### src/rtl/writeback_stage.sv
// Writeback stage: merges single-cycle ALU results and buffered long-latency
// results into the register file's single write port. It keeps a per-register
// pending scoreboard for decode hazard checks and a bypass of the value being
// written this cycle.
module writeback_stage #(
  parameter int FIFO_DEPTH = 2
) (
  input  logic        clk_i,
  input  logic        rst_ni,
  input  logic        alu_valid_i,
  input  logic [4:0]  alu_rd_i,
  input  logic [31:0] alu_data_i,
  input  logic        mem_issue_valid_i,
  input  logic [4:0]  mem_issue_rd_i,
  output logic        mem_issue_ready_o,
  input  logic        mem_valid_i,
  input  logic [4:0]  mem_rd_i,
  input  logic [31:0] mem_data_i,
  output logic        mem_ready_o,
  output logic [4:0]  rd_sel_o,
  output logic [31:0] rd_in_o,
  output logic        rd_w_o,
  input  logic [4:0]  rs1_sel_i,
  input  logic [4:0]  rs2_sel_i,
  output logic        rs1_busy_o,
  output logic        rs2_busy_o,
  output logic        fwd1_hit_o,
  output logic        fwd2_hit_o,
  output logic [31:0] fwd1_data_o,
  output logic [31:0] fwd2_data_o
);

  localparam int          PW      = (FIFO_DEPTH > 1) ? $clog2(FIFO_DEPTH) : 1;
  localparam logic [PW:0] DEPTH_C = (PW + 1)'(FIFO_DEPTH);

  // Bit 0 is held at zero so x0 never reads as pending.
  logic [31:0]   pend_q, pend_d;

  logic [4:0]    fifo_rd_q   [FIFO_DEPTH];
  logic [31:0]   fifo_data_q [FIFO_DEPTH];
  logic [PW-1:0] wptr_q, rptr_q;
  logic [PW:0]   cnt_q, cnt_d;

  logic          rd_w_q, rd_w_d;
  logic [4:0]    rd_sel_q, rd_sel_d;
  logic [31:0]   rd_in_q, rd_in_d;

  logic          issue_fire;
  logic          push;
  logic          pop;
  logic [4:0]    head_rd;
  logic [31:0]   head_data;

  assign head_rd    = fifo_rd_q[rptr_q];
  assign head_data  = fifo_data_q[rptr_q];

  // mem_ready looks only at the registered count, so a pop never changes it
  // combinationally.
  assign mem_ready_o       = (cnt_q < DEPTH_C);
  assign mem_issue_ready_o = !((mem_issue_rd_i != 5'd0) && pend_q[mem_issue_rd_i]);

  assign issue_fire = mem_issue_valid_i && mem_issue_ready_o && (mem_issue_rd_i != 5'd0);
  assign push       = mem_valid_i && mem_ready_o;
  // ALU has fixed priority; the FIFO head drains only in ALU-idle cycles.
  assign pop        = !alu_valid_i && (cnt_q != '0);

  // Scoreboard update: clear on pop, then set on issue so a set wins a collision.
  always_comb begin
    pend_d = pend_q;
    if (pop) pend_d[head_rd] = 1'b0;
    if (issue_fire) pend_d[mem_issue_rd_i] = 1'b1;
    pend_d[0] = 1'b0;
  end

  // Commit arbitration into the output register; rd 0 commits write nothing.
  always_comb begin
    rd_w_d   = 1'b0;
    rd_sel_d = rd_sel_q;
    rd_in_d  = rd_in_q;
    if (alu_valid_i) begin
      rd_w_d   = (alu_rd_i != 5'd0);
      rd_sel_d = (alu_rd_i != 5'd0) ? alu_rd_i : 5'd0;
      rd_in_d  = (alu_rd_i != 5'd0) ? alu_data_i : 32'd0;
    end else if (pop) begin
      rd_w_d   = (head_rd != 5'd0);
      rd_sel_d = (head_rd != 5'd0) ? head_rd : 5'd0;
      rd_in_d  = (head_rd != 5'd0) ? head_data : 32'd0;
    end
  end

  // FIFO occupancy; simultaneous push and pop leave the count unchanged.
  always_comb begin
    cnt_d = cnt_q;
    case ({push, pop})
      2'b10:   cnt_d = cnt_q + 1'b1;
      2'b01:   cnt_d = cnt_q - 1'b1;
      default: cnt_d = cnt_q;
    endcase
  end

  // Control state: scoreboard, FIFO pointers/count and the output register.
  always_ff @(posedge clk_i or negedge rst_ni) begin
    if (!rst_ni) begin
      pend_q   <= '0;
      wptr_q   <= '0;
      rptr_q   <= '0;
      cnt_q    <= '0;
      rd_w_q   <= 1'b0;
      rd_sel_q <= 5'd0;
      rd_in_q  <= 32'd0;
    end else begin
      pend_q   <= pend_d;
      cnt_q    <= cnt_d;
      rd_w_q   <= rd_w_d;
      rd_sel_q <= rd_sel_d;
      rd_in_q  <= rd_in_d;
      if (push) wptr_q <= wptr_q + 1'b1;
      if (pop)  rptr_q <= rptr_q + 1'b1;
    end
  end

  // FIFO payload storage; validity is tracked by the pointers, so no reset.
  always_ff @(posedge clk_i) begin
    if (push) begin
      fifo_rd_q[wptr_q]   <= mem_rd_i;
      fifo_data_q[wptr_q] <= mem_data_i;
    end
  end

  assign rd_w_o      = rd_w_q;
  assign rd_sel_o    = rd_sel_q;
  assign rd_in_o     = rd_in_q;

  assign rs1_busy_o  = (rs1_sel_i != 5'd0) && pend_q[rs1_sel_i];
  assign rs2_busy_o  = (rs2_sel_i != 5'd0) && pend_q[rs2_sel_i];
  assign fwd1_hit_o  = rd_w_q && (rd_sel_q == rs1_sel_i) && (rs1_sel_i != 5'd0);
  assign fwd2_hit_o  = rd_w_q && (rd_sel_q == rs2_sel_i) && (rs2_sel_i != 5'd0);
  assign fwd1_data_o = rd_in_q;
  assign fwd2_data_o = rd_in_q;

`ifndef SYNTHESIS
  // A long-latency result must target a register that was issued and is pending.
  always @(posedge clk_i) begin
    if (rst_ni && push && (mem_rd_i != 5'd0)) begin
      assert (pend_q[mem_rd_i])
        else $error("writeback_stage: mem result to rd %0d without pending issue", mem_rd_i);
    end
  end
`endif

endmodule

### config.mk
export PLATFORM = sky130hd
export DESIGN_NAME = writeback_stage
export DESIGN_NICKNAME = d
export VERILOG_FILES = /design/src/rtl/writeback_stage.sv
export SDC_FILE = /design/constraint.sdc
export NUM_CORES = 1
export LEC_CHECK = 0
export BUFFER_PORTS_ARGS = -buffer_cell sky130_fd_sc_hd__buf_2
export CORE_MARGIN = 2
export CORE_UTILIZATION = 53
export DETAILED_ROUTE_END_ITERATION = 8
export PLACE_DENSITY = 0.8
export SETUP_SLACK_MARGIN = 0.2
export SYNTH_ARGS = -nofsm -noshare
export SYNTH_HDL_FRONTEND = slang
export SYNTH_SLANG_ARGS = --single-unit
### constraint.sdc
create_clock -name clk_i -period 2.8 [get_ports clk_i]
set_input_delay 0.56 -clock clk_i [delete_from_list [all_inputs] [get_ports clk_i]]
set_output_delay 0.56 -clock clk_i [all_outputs]
set_load 0.01 [all_outputs]
==> impl_metrics.json, run 1 <==
{
  "yosysSeqAreaShare_pct": 53.0,
  "grt_overflow_total": 0,
  "grt_max_degree": 58,
  "grt_pass1_wl_um": 30200,
  "hpwlAfterDp_um": 14000,
  "cts_tree": "yes",
  "drive_above_1_share_pct": 35.4,
  "min_period_ns": 2.59,
  "cap_viol_max_count": 0,
  "netlist-cell-type-count": 52,
  "ys_warn_count": 0,
  "first_iter_violations": 457,
  "p_leak_uw": 0.00386,
  "cp.required_ns": 2.24,
  "htreeDepth": 4,
  "drc": 0,
  "tightest_slew_ns": 1.03,
  "clockRootBuffer": "clkbuf_16",
  "wire_per_inst_um": 20.5,
  "multi_input_area_sq_um": 2930,
  "die_h_um": 124,
  "hold_path_class": "input pin to asynchronous set/reset pin",
  "hold_buffers": 0,
  "clock_skew_ns": 0.00595,
  "synthFlopType": "edfxtp_1",
  "slowest_stage": "mux4_1",
  "core-area_sq_um": 14000,
  "initial_utilization_pct": 54.7,
  "fmaxAchievable_mhz": 386,
  "critical_path_depth": 5,
  "synthArstFlopShare_pct": 49.7,
  "drt-total-wl_um": 20300,
  "area_growth_pct": 17.7,
  "synth_seq_cells": 147,
  "port_buffers": 201,
  "crit_fanout": 4,
  "r2r-start": "rptr_q$_DFFE_PN0P_",
  "clk_pin_slew_ns": 0.06,
  "crit_path_start_kind": "flip-flop",
  "r2r_end": "fwd1_data_o[18]$_DFFE_PN0P_",
  "worst_path_largest_cell_delay_ns": 0.54,
  "dieArea_sq_um": 15400,
  "synth_nets": 764,
  "stdcell_area_sq_um": 9000,
  "end_kind": "primary output",
  "nets": 893,
  "syn-cell-area_sq_um": 7640,
  "fillers": 1101,
  "synth-edff-count": 74,
  "antenna_found_initial": 1,
  "crit_chain": "mux4_1, nand2b_1, a21oi_1, nor4_1, buf_2",
  "hold_viol": 0,
  "die_w_um": 124,
  "via_count": 5966,
  "viasPerCell": 6.01,
  "worstPathArrival_ns": 2.03,
  "r2r_slack_ns": 0.48,
  "finalMaxSlewViolations": 0,
  "numCtsBuffers": 17,
  "synthCells": 669,
  "place_area_sq_um": 8340,
  "power_uw": 9240,
  "powerDensity_nw_per_um2": 1030,
  "synthTopCellsByArea": "edfxtp_1 (29%), dfrtp_1 (24%), buf_4 (6.7%)",
  "place_congestion": 0.960,
  "synth_common_cells": "nor2_1 (85), edfxtp_1 (74), dfrtp_1 (73)",
  "cp_top_family": "multiplexers",
  "cts_buffer_depth": 2,
  "grtUsageTotal_pct": 26.5,
  "rr_worst_depth": 5,
  "num_rows": 43,
  "finalSetupViolCount": 0,
  "yosys.area.top_type": "edfxtp_1",
  "critPathBufInv": 1,
  "drtAntennaViolNets": 0,
  "finalCritPeriodShare_pct": 92.6,
  "regArea_sq_um": 4050,
  "grt_pass1_vias": 5709,
  "status": "completed",
  "ir_drop_uv": 638,
  "ios": 202,
  "path_class": "flip-flop to primary output",
  "synth_most_common_cell": "nor2_1",
  "rsz0062_at_grt": "true",
  "slew_headroom_pct": 31.3,
  "synth_top_area_share_pct": 29.1,
  "setup_tns_ns": 0,
  "clkLatencyLatePin_ns": 0.43,
  "cts_sinks": 147,
  "avgSynthCellArea_sq_um": 11.4,
  "drt_pass1_iterations": 5
}
## repair_timing
action | CTS | global route
gates cloned | 0 | 0
pin swaps | 1 | 3
resized for setup | 3 | 5
setup buffers | 4 | 1
endpoints found under the setup margin | 2 | 3
## state kept, by name, summed over array words and instances (netlist names)
name and flops:
fwd1_data_o 32, fifo_rd_q 10, pend_q 31, wptr_q 1, rd_w_o 1, rd_sel_o 5
cnt_q 2, fifo_data_q 64, rptr_q 1
## stage by stage
stage / worst slack [ns] / hold WS [ns] / util, % / std cells
5_1_grt: 0.151 / 0.129 / 64.3 / 991
3_5_place_dp: 0.0850 / 0.545 / 59.6 / 954
4_1_cts: 0.187 / 0.0976 / 64.2 / 990
6_report: 0.208 / 0.0962 / 64.3 / 993
2_1_floorplan: 0.378 / 0.264 / - / 669
3_3_place_gp: 0.166 / 0.531 / 59.6 / 954
## how the worst max path moves through the flow
| stage | end | slack (ns) | startpoint |
|---|---|---|---|
| 2_1_floorplan | mem_issue_ready_o | 0.38 | mem_issue_rd_i[1] |
| 3_3_place_gp | rs2_busy_o | 0.17 | rs2_sel_i[0] |
| 3_5_place_dp | rs2_busy_o | 0.08 | rs2_sel_i[0] |
| 4_1_cts | rs2_busy_o | 0.19 | pend_q[25]$_DFF_PN0_ |
| 5_1_grt | mem_issue_ready_o | 0.15 | pend_q[27]$_DFF_PN0_ |
| 6_report | mem_issue_ready_o | 0.21 | pend_q[12]$_DFF_PN0_ |
## report_power, final
part           internal (uW)  switching (uW)
registers               2980             737
logic                   1460            1790
clock network           1370             898
## kinds of logic (layout without fill, tap and decap cells)
kind of cell	Yosys count	count (layout)	synth area share, %
muxes	71	71	12.6
DFF	147	147	53.0
adders and majority gates	1	1	0.164
AOI/OAI and AO/OA	160	160	13.2
other	0	2	0
and+or+nand+nor	164	164	10.4
buffers and inverters	113	255	9.18
xor gates and xnor gates	13	13	1.49
## layer usage
metal  GRT usage, %  vias up  part of all wire (%)
li1               -     2688                     -
met3           8.15       58                   8.2
met5              0        -                     0
met1           32.7     2908                    39
met2           42.6      312                    50
met4           12.5        0                   3.1
## final cells by class
class | count | share of cell area, %
clock buffer | 25 | 6.10
tap | 180 | 2.50
clock inverter | 7 | 0.612
antenna | 2 | 0.0556
inverter | 7 | 0.292
timing repair buffer | 216 | 12.8
multi-input combinational | 409 | 32.6
sequential | 147 | 45.0
## worst register-to-register path, stage by stage (launching register included)
cell and delay [ns]:
dfrtp_2 0.48, buf_4 0.24, nor3_1 0.51, o221ai_4 0.49, a22oi_1 0.35, a21oi_1 0.11
## cell usage in the layout (no fill, tap or decap), types with 17 or more instances in the layout
master     instances
a22oi_1           34
a21oi_1           38
o21ai_0           49
o31ai_1           17
mux2i_1           42
dfrtp_1           70
buf_2            198
clkbuf_16         20
edfxtp_1          74
nor2_1            84
(Power assumes the default switching activity.)
==> run 2, diff against run 1 <==
--- a/config.mk
+++ b/config.mk
@@ -6,7 +6,6 @@
 export NUM_CORES = 1
 export LEC_CHECK = 0
 export BUFFER_PORTS_ARGS = -buffer_cell sky130_fd_sc_hd__buf_2
-export CORE_MARGIN = 2
 export CORE_UTILIZATION = 53
 export DETAILED_ROUTE_END_ITERATION = 8
 export PLACE_DENSITY = 0.8
==> impl_metrics.json, run 2 (synthesis results as in run 1) <==
{
  "status": "completed",
  "grt_pass1_vias": 5859,
  "clkLatencyLatePin_ns": 0.43,
  "hold_path_class": "input pin to asynchronous set/reset pin",
  "cts_tree": "yes",
  "switching_share_pct": 36.5,
  "finalCritPeriodShare_pct": 92.3,
  "min_period_ns": 2.59,
  "layoutNonFillerInstCount": 1000,
  "cts_sinks": 147,
  "clk_pin_slew_ns": 0.06,
  "initial_utilization_pct": 54.7,
  "nets": 901,
  "hpwlAfterDp_um": 13900,
  "via_count": 5955,
  "p_leak_uw": 0.00388,
  "finalMaxSlewViolations": 0,
  "drtAntennaViolNets": 0,
  "worstPathArrival_ns": 2.03,
  "port_buffers": 201,
  "r2r_slack_ns": 0.61,
  "switching_power_uw": 3370,
  "powerDensity_nw_per_um2": 1020,
  "drc": 0,
  "rsz0062_at_grt": "true",
  "die_h_um": 122,
  "cp.required_ns": 2.24,
  "power_frac_clock_pct": 24.3,
  "htreeDepth": 4,
  "layout_common_cells": "buf_2 (198), nor2_1 (84), edfxtp_1 (74)",
  "ir_drop_uv": 537,
  "viasPerCell": 5.96,
  "grt_pass1_wl_um": 30500,
  "crit_fanout": 4,
  "slowest_stage": "mux4_2",
  "die_w_um": 122,
  "crit_path_start_kind": "flip-flop",
  "slew_headroom_pct": 54.2,
  "hold_viol": 0,
  "grt_overflow_total": 0,
  "dp.cells": 961,
  "r2r_end": "pend_q[11]$_DFF_PN0_",
  "fillers": 1072,
  "critPathBufInv": 1,
  "power_uw": 9240,
  "rr_worst_depth": 5,
  "worst_path_largest_cell_delay_ns": 0.52,
  "grtUsageTotal_pct": 27.3,
  "cap_viol_max_count": 0,
  "pwr-share-seq_pct": 40.3,
  "fmaxAchievable_mhz": 387,
  "core-area_sq_um": 14000,
  "cts_buffer_depth": 2,
  "tightest_slew_ns": 0.685,
  "dieArea_sq_um": 14900,
  "final_util_pct": 64.6,
  "combPwrFrac_pct": 35.4,
  "regMostFlops": "fifo_data_q",
  "setup_tns_ns": 0,
  "grt_max_degree": 41,
  "numCtsBuffers": 17,
  "crit_chain": "mux4_2, nand3_1, nand4_1, nor4_2, buf_2",
  "antenna_found_initial": 2,
  "end_kind": "primary output",
  "cp_top_family": "multiplexers",
  "largest_reg_flops": 64,
  "r2r-start": "rptr_q$_DFFE_PN0P_",
  "p_int_uw": 5870,
  "stdcell_area_sq_um": 9030,
  "drt-total-wl_um": 19600,
  "layout_commonest_cell": "buf_2",
  "wire_per_inst_um": 19.6,
  "place_congestion": 0.927,
  "drt_pass1_iterations": 7,
  "path_class": "flip-flop to primary output",
  "clockRootBuffer": "clkbuf_16",
  "drive_above_1_share_pct": 35.8,
  "num_rows": 43,
  "ios": 202,
  "first_iter_violations": 407,
  "area_growth_pct": 18.2,
  "clock_skew_ns": 0.00714,
  "place_area_sq_um": 8390,
  "hold_buffers": 0,
  "finalSetupViolCount": 0
}
-- run 2: cell count changes in the layout (fill, tap and decap cells not counted), sizes merged --
cell	change
clkbuf	-6
buf	+9
clkinv	+6
bufinv	+3
inv	-4
diode	-1
-- run 2: metrics by stage --
stage	hold WS, ns	setup slack (ns)
after floorplan	0.264	0.378
final	0.138	0.215
after global routing	0.176	0.168
after detailed placement	0.552	0.159
after CTS	0.145	0.201
after global placement	0.528	0.178
-- run 2: final cells by class --
class | instances | area (sq um) | share of cell area, %
flip-flops and latches | 147 | 4060 | 44.9
diodes | 1 | 2.50 | 0.0277
clock inverters | 12 | 138 | 1.52
inverters | 7 | 26.3 | 0.291
multi-input cells | 409 | 2940 | 32.5
well taps | 180 | 225 | 2.49
repair buffers | 224 | 1210 | 13.4
clock buffers | 20 | 437 | 4.83
-- run 2: how the worst max path moves through the flow --
stage	cells past startpoint	start	to	slack [ns]
floorplan	6	mem_issue_rd_i[1]	mem_issue_ready_o	0.38
global placement	6	rs2_sel_i[0]	rs2_busy_o	0.18
global route	5	pend_q[28]$_DFF_PN0_	rs2_busy_o	0.17
detailed placement	6	rs2_sel_i[0]	rs2_busy_o	0.16
CTS	5	pend_q[4]$_DFF_PN0_	mem_issue_ready_o	0.20
finish	5	pend_q[4]$_DFF_PN0_	mem_issue_ready_o	0.21
-- run 2: worst register-to-register path, stage by stage (launching register included) --
cell and delay, ns:
dfrtp_2 0.60, buf_4 0.42, mux2_2 0.30, nand2_1 0.23, o31ai_1 0.35, o21ai_0 0.15
-- run 2: power by group through the flow --
stage / logic, uW / registers (uW) / clock network, uW
2_1_floorplan: 2490 / 3530 / 0
3_3_place_gp: 3070 / 3690 / 0
3_5_place_dp: 3160 / 3730 / 0
4_1_cts: 3260 / 3690 / 2260
5_1_grt: 3560 / 3790 / 2350
6_report: 3270 / 3720 / 2250
-- run 2: repair_timing --
action                                  4_1_cts  5_1_grt
endpoints found under the setup margin        2        2
buffers inserted                              5        1
pin swaps                                     2        1
gates resized for setup                       7        3
-- run 2: per-layer routing --
| metal | vias up | track usage (%) | wire length [um] |
|---|---|---|---|
| met5 | - | 0 | 10 |
| met4 | 2 | 12.3 | 606 |
| met3 | 57 | 7.12 | 1550 |
| met2 | 320 | 45.2 | 9740 |
| met1 | 2872 | 33.6 | 7710 |
| li1 | 2704 | - | - |
==> run 3, diff against run 2 <==
==> constraint.sdc (replaced) <==
create_clock -name clk_i -period 2.8 [get_ports clk_i]
set_input_delay 0.14 -clock clk_i [delete_from_list [all_inputs] [get_ports clk_i]]
set_output_delay 0.14 -clock clk_i [all_outputs]
set_load 0.01 [all_outputs]
==> impl_metrics.json, run 3 (synthesis results as in run 1) <==
{
  "regMostFlops": "fifo_data_q",
  "viasPerCell": 6.05,
  "cts_buffer_depth": 2,
  "cts_setup_buffers": 0,
  "cts_sinks": 147,
  "nets": 923,
  "cp.required_ns": 3.02,
  "grtUsageTotal_pct": 28.7,
  "largest_reg_flops": 64,
  "first_iter_violations": 412,
  "hpwlAfterDp_um": 13100,
  "via_count": 6181,
  "crit_fanout": 33,
  "dieArea_sq_um": 14900,
  "multi_input_area_sq_um": 2930,
  "worstPathArrival_ns": 2.64,
  "setup_tns_ns": 0,
  "drtAntennaViolNets": 0,
  "layout_common_cells": "buf_2 (200), nor2_1 (84), edfxtp_1 (74)",
  "regArea_sq_um": 4050,
  "antenna_cells": 0,
  "fmaxAchievable_mhz": 414,
  "die_w_um": 122,
  "min_period_ns": 2.42,
  "p_leak_uw": 0.00398,
  "cap_viol_max_count": 0,
  "drive_above_1_share_pct": 31.9,
  "fillers": 1009,
  "status": "completed",
  "powerDensity_nw_per_um2": 991,
  "end_kind": "flip-flop",
  "hold_viol": 0,
  "wire_per_inst_um": 20.1,
  "drc": 0,
  "grt_overflow_total": 0,
  "slew_headroom_pct": 20.7,
  "finalCritPeriodShare_pct": 86.3,
  "stdcell_area_sq_um": 9300,
  "core-area_sq_um": 14000,
  "worst_path_largest_cell_delay_ns": 0.58,
  "place_area_sq_um": 8270,
  "num_rows": 43,
  "ir_drop_uv": 660,
  "clkLatencyLatePin_ns": 0.43,
  "die_h_um": 122,
  "clk_pin_slew_ns": 0.07,
  "layout_commonest_cell": "buf_2",
  "cts_tree": "yes",
  "grt_max_degree": 74,
  "finalSetupViolCount": 0,
  "clock_skew_ns": 0.0128,
  "clockRootBuffer": "clkbuf_16",
  "crit_path_start_kind": "flip-flop",
  "port_buffers": 201,
  "area_growth_pct": 21.7,
  "hold_path_class": "input pin to flip-flop",
  "critPathBufInv": 0,
  "critical_path_depth": 4,
  "ios": 202,
  "tightest_slew_ns": 1.19,
  "drt_pass1_iterations": 5,
  "place_congestion": 0.871,
  "rsz0062_at_grt": "false",
  "hold_depth": 3,
  "crit_chain": "mux2i_1, o221ai_4, a22oi_1, a21oi_1",
  "grt_pass1_vias": 6160,
  "grt_pass1_wl_um": 32000,
  "path_class": "flip-flop to flip-flop",
  "slowest_stage": "mux2i_1",
  "drt-total-wl_um": 20600,
  "antenna_found_initial": 0,
  "numCtsBuffers": 17,
  "cp_top_family": "compound AO/OA/AOI/OAI gates",
  "finalMaxSlewViolations": 0,
  "initial_utilization_pct": 54.7,
  "rr_worst_depth": 4,
  "htreeDepth": 4
}
==> run 3: cell types whose count changed in the layout (fill, tap and decap cells not counted), moves of 3 or more <==
cell	before	now
dlygate4sd3_1	0	41
buf_4	24	5
dfrtp_1	67	72
dfrtp_2	6	1
clkbuf_16	17	21
clkinv_1	3	0
==> run 3: worst reg2reg max path: stages (launching register included) <==
cell      delay, ns
dfrtp_2        0.57
mux2i_1        0.58
o221ai_4       0.55
a22oi_1        0.37
a21oi_1        0.16
==> run 3: worst paths after layout <==
check                              startpoint                     endpoint  slack, ns
max                        rptr_q$_DFFE_PN0P_  fwd1_data_o[12]$_DFFE_PN0P_       0.38
min in group asynchronous              rst_ni   fwd1_data_o[5]$_DFFE_PN0P_       0.40
max reg2reg                rptr_q$_DFFE_PN0P_  fwd1_data_o[12]$_DFFE_PN0P_       0.38
min reg2reg                wptr_q$_DFFE_PN0P_           wptr_q$_DFFE_PN0P_       0.55
max in group asynchronous              rst_ni           rptr_q$_DFFE_PN0P_       1.71
min                               alu_rd_i[0]      rd_sel_o[0]$_DFFE_PN0P_       0.04
==> run 3: per-stage QoR <==
stage | util (%) | total power [uW] | setup slack [ns] | cells | hold WS, ns
6_report | 66.5 | 9220 | 0.383 | 1021 | 0.0360
5_1_grt | 66.5 | 9700 | 0.303 | 1021 | 0.0425
4_1_cts | 66.5 | 9140 | 0.470 | 1021 | 0.0287
3_5_place_dp | 59.1 | 6740 | 0.551 | 948 | 0.331
3_3_place_gp | 59.1 | 6620 | 0.666 | 948 | 0.329
2_1_floorplan | - | 6020 | 0.737 | 669 | -0.156
==> run 3: report_power, final <==
group	internal [uW]	switching (uW)	total [uW]
sequential	2980	666	3650
combinational	1420	1800	3220
clock	1480	864	2350
==> run 3: cell type report <==
type,instances,share of cell area [%]
well taps,180,2.42
clock inverters,5,0.605
multi-input cells,409,31.5
flip-flops and latches,147,43.5
inverters,7,0.282
clock buffers,27,6.11
repair buffers,246,15.6
==> run 3: repair_timing <==
action / CTS / global route
hold buffers: 41 / 0
endpoints found under the hold margin: 150 / 0
gates resized for setup: 0 / 0
==> run 3: layer usage <==
metal | track usage, % | share of wire, %
met4 | 12.0 | 2.9
met3 | 7.35 | 8.0
met1 | 34.2 | 37
met5 | 0 | 0
met2 | 49.3 | 52
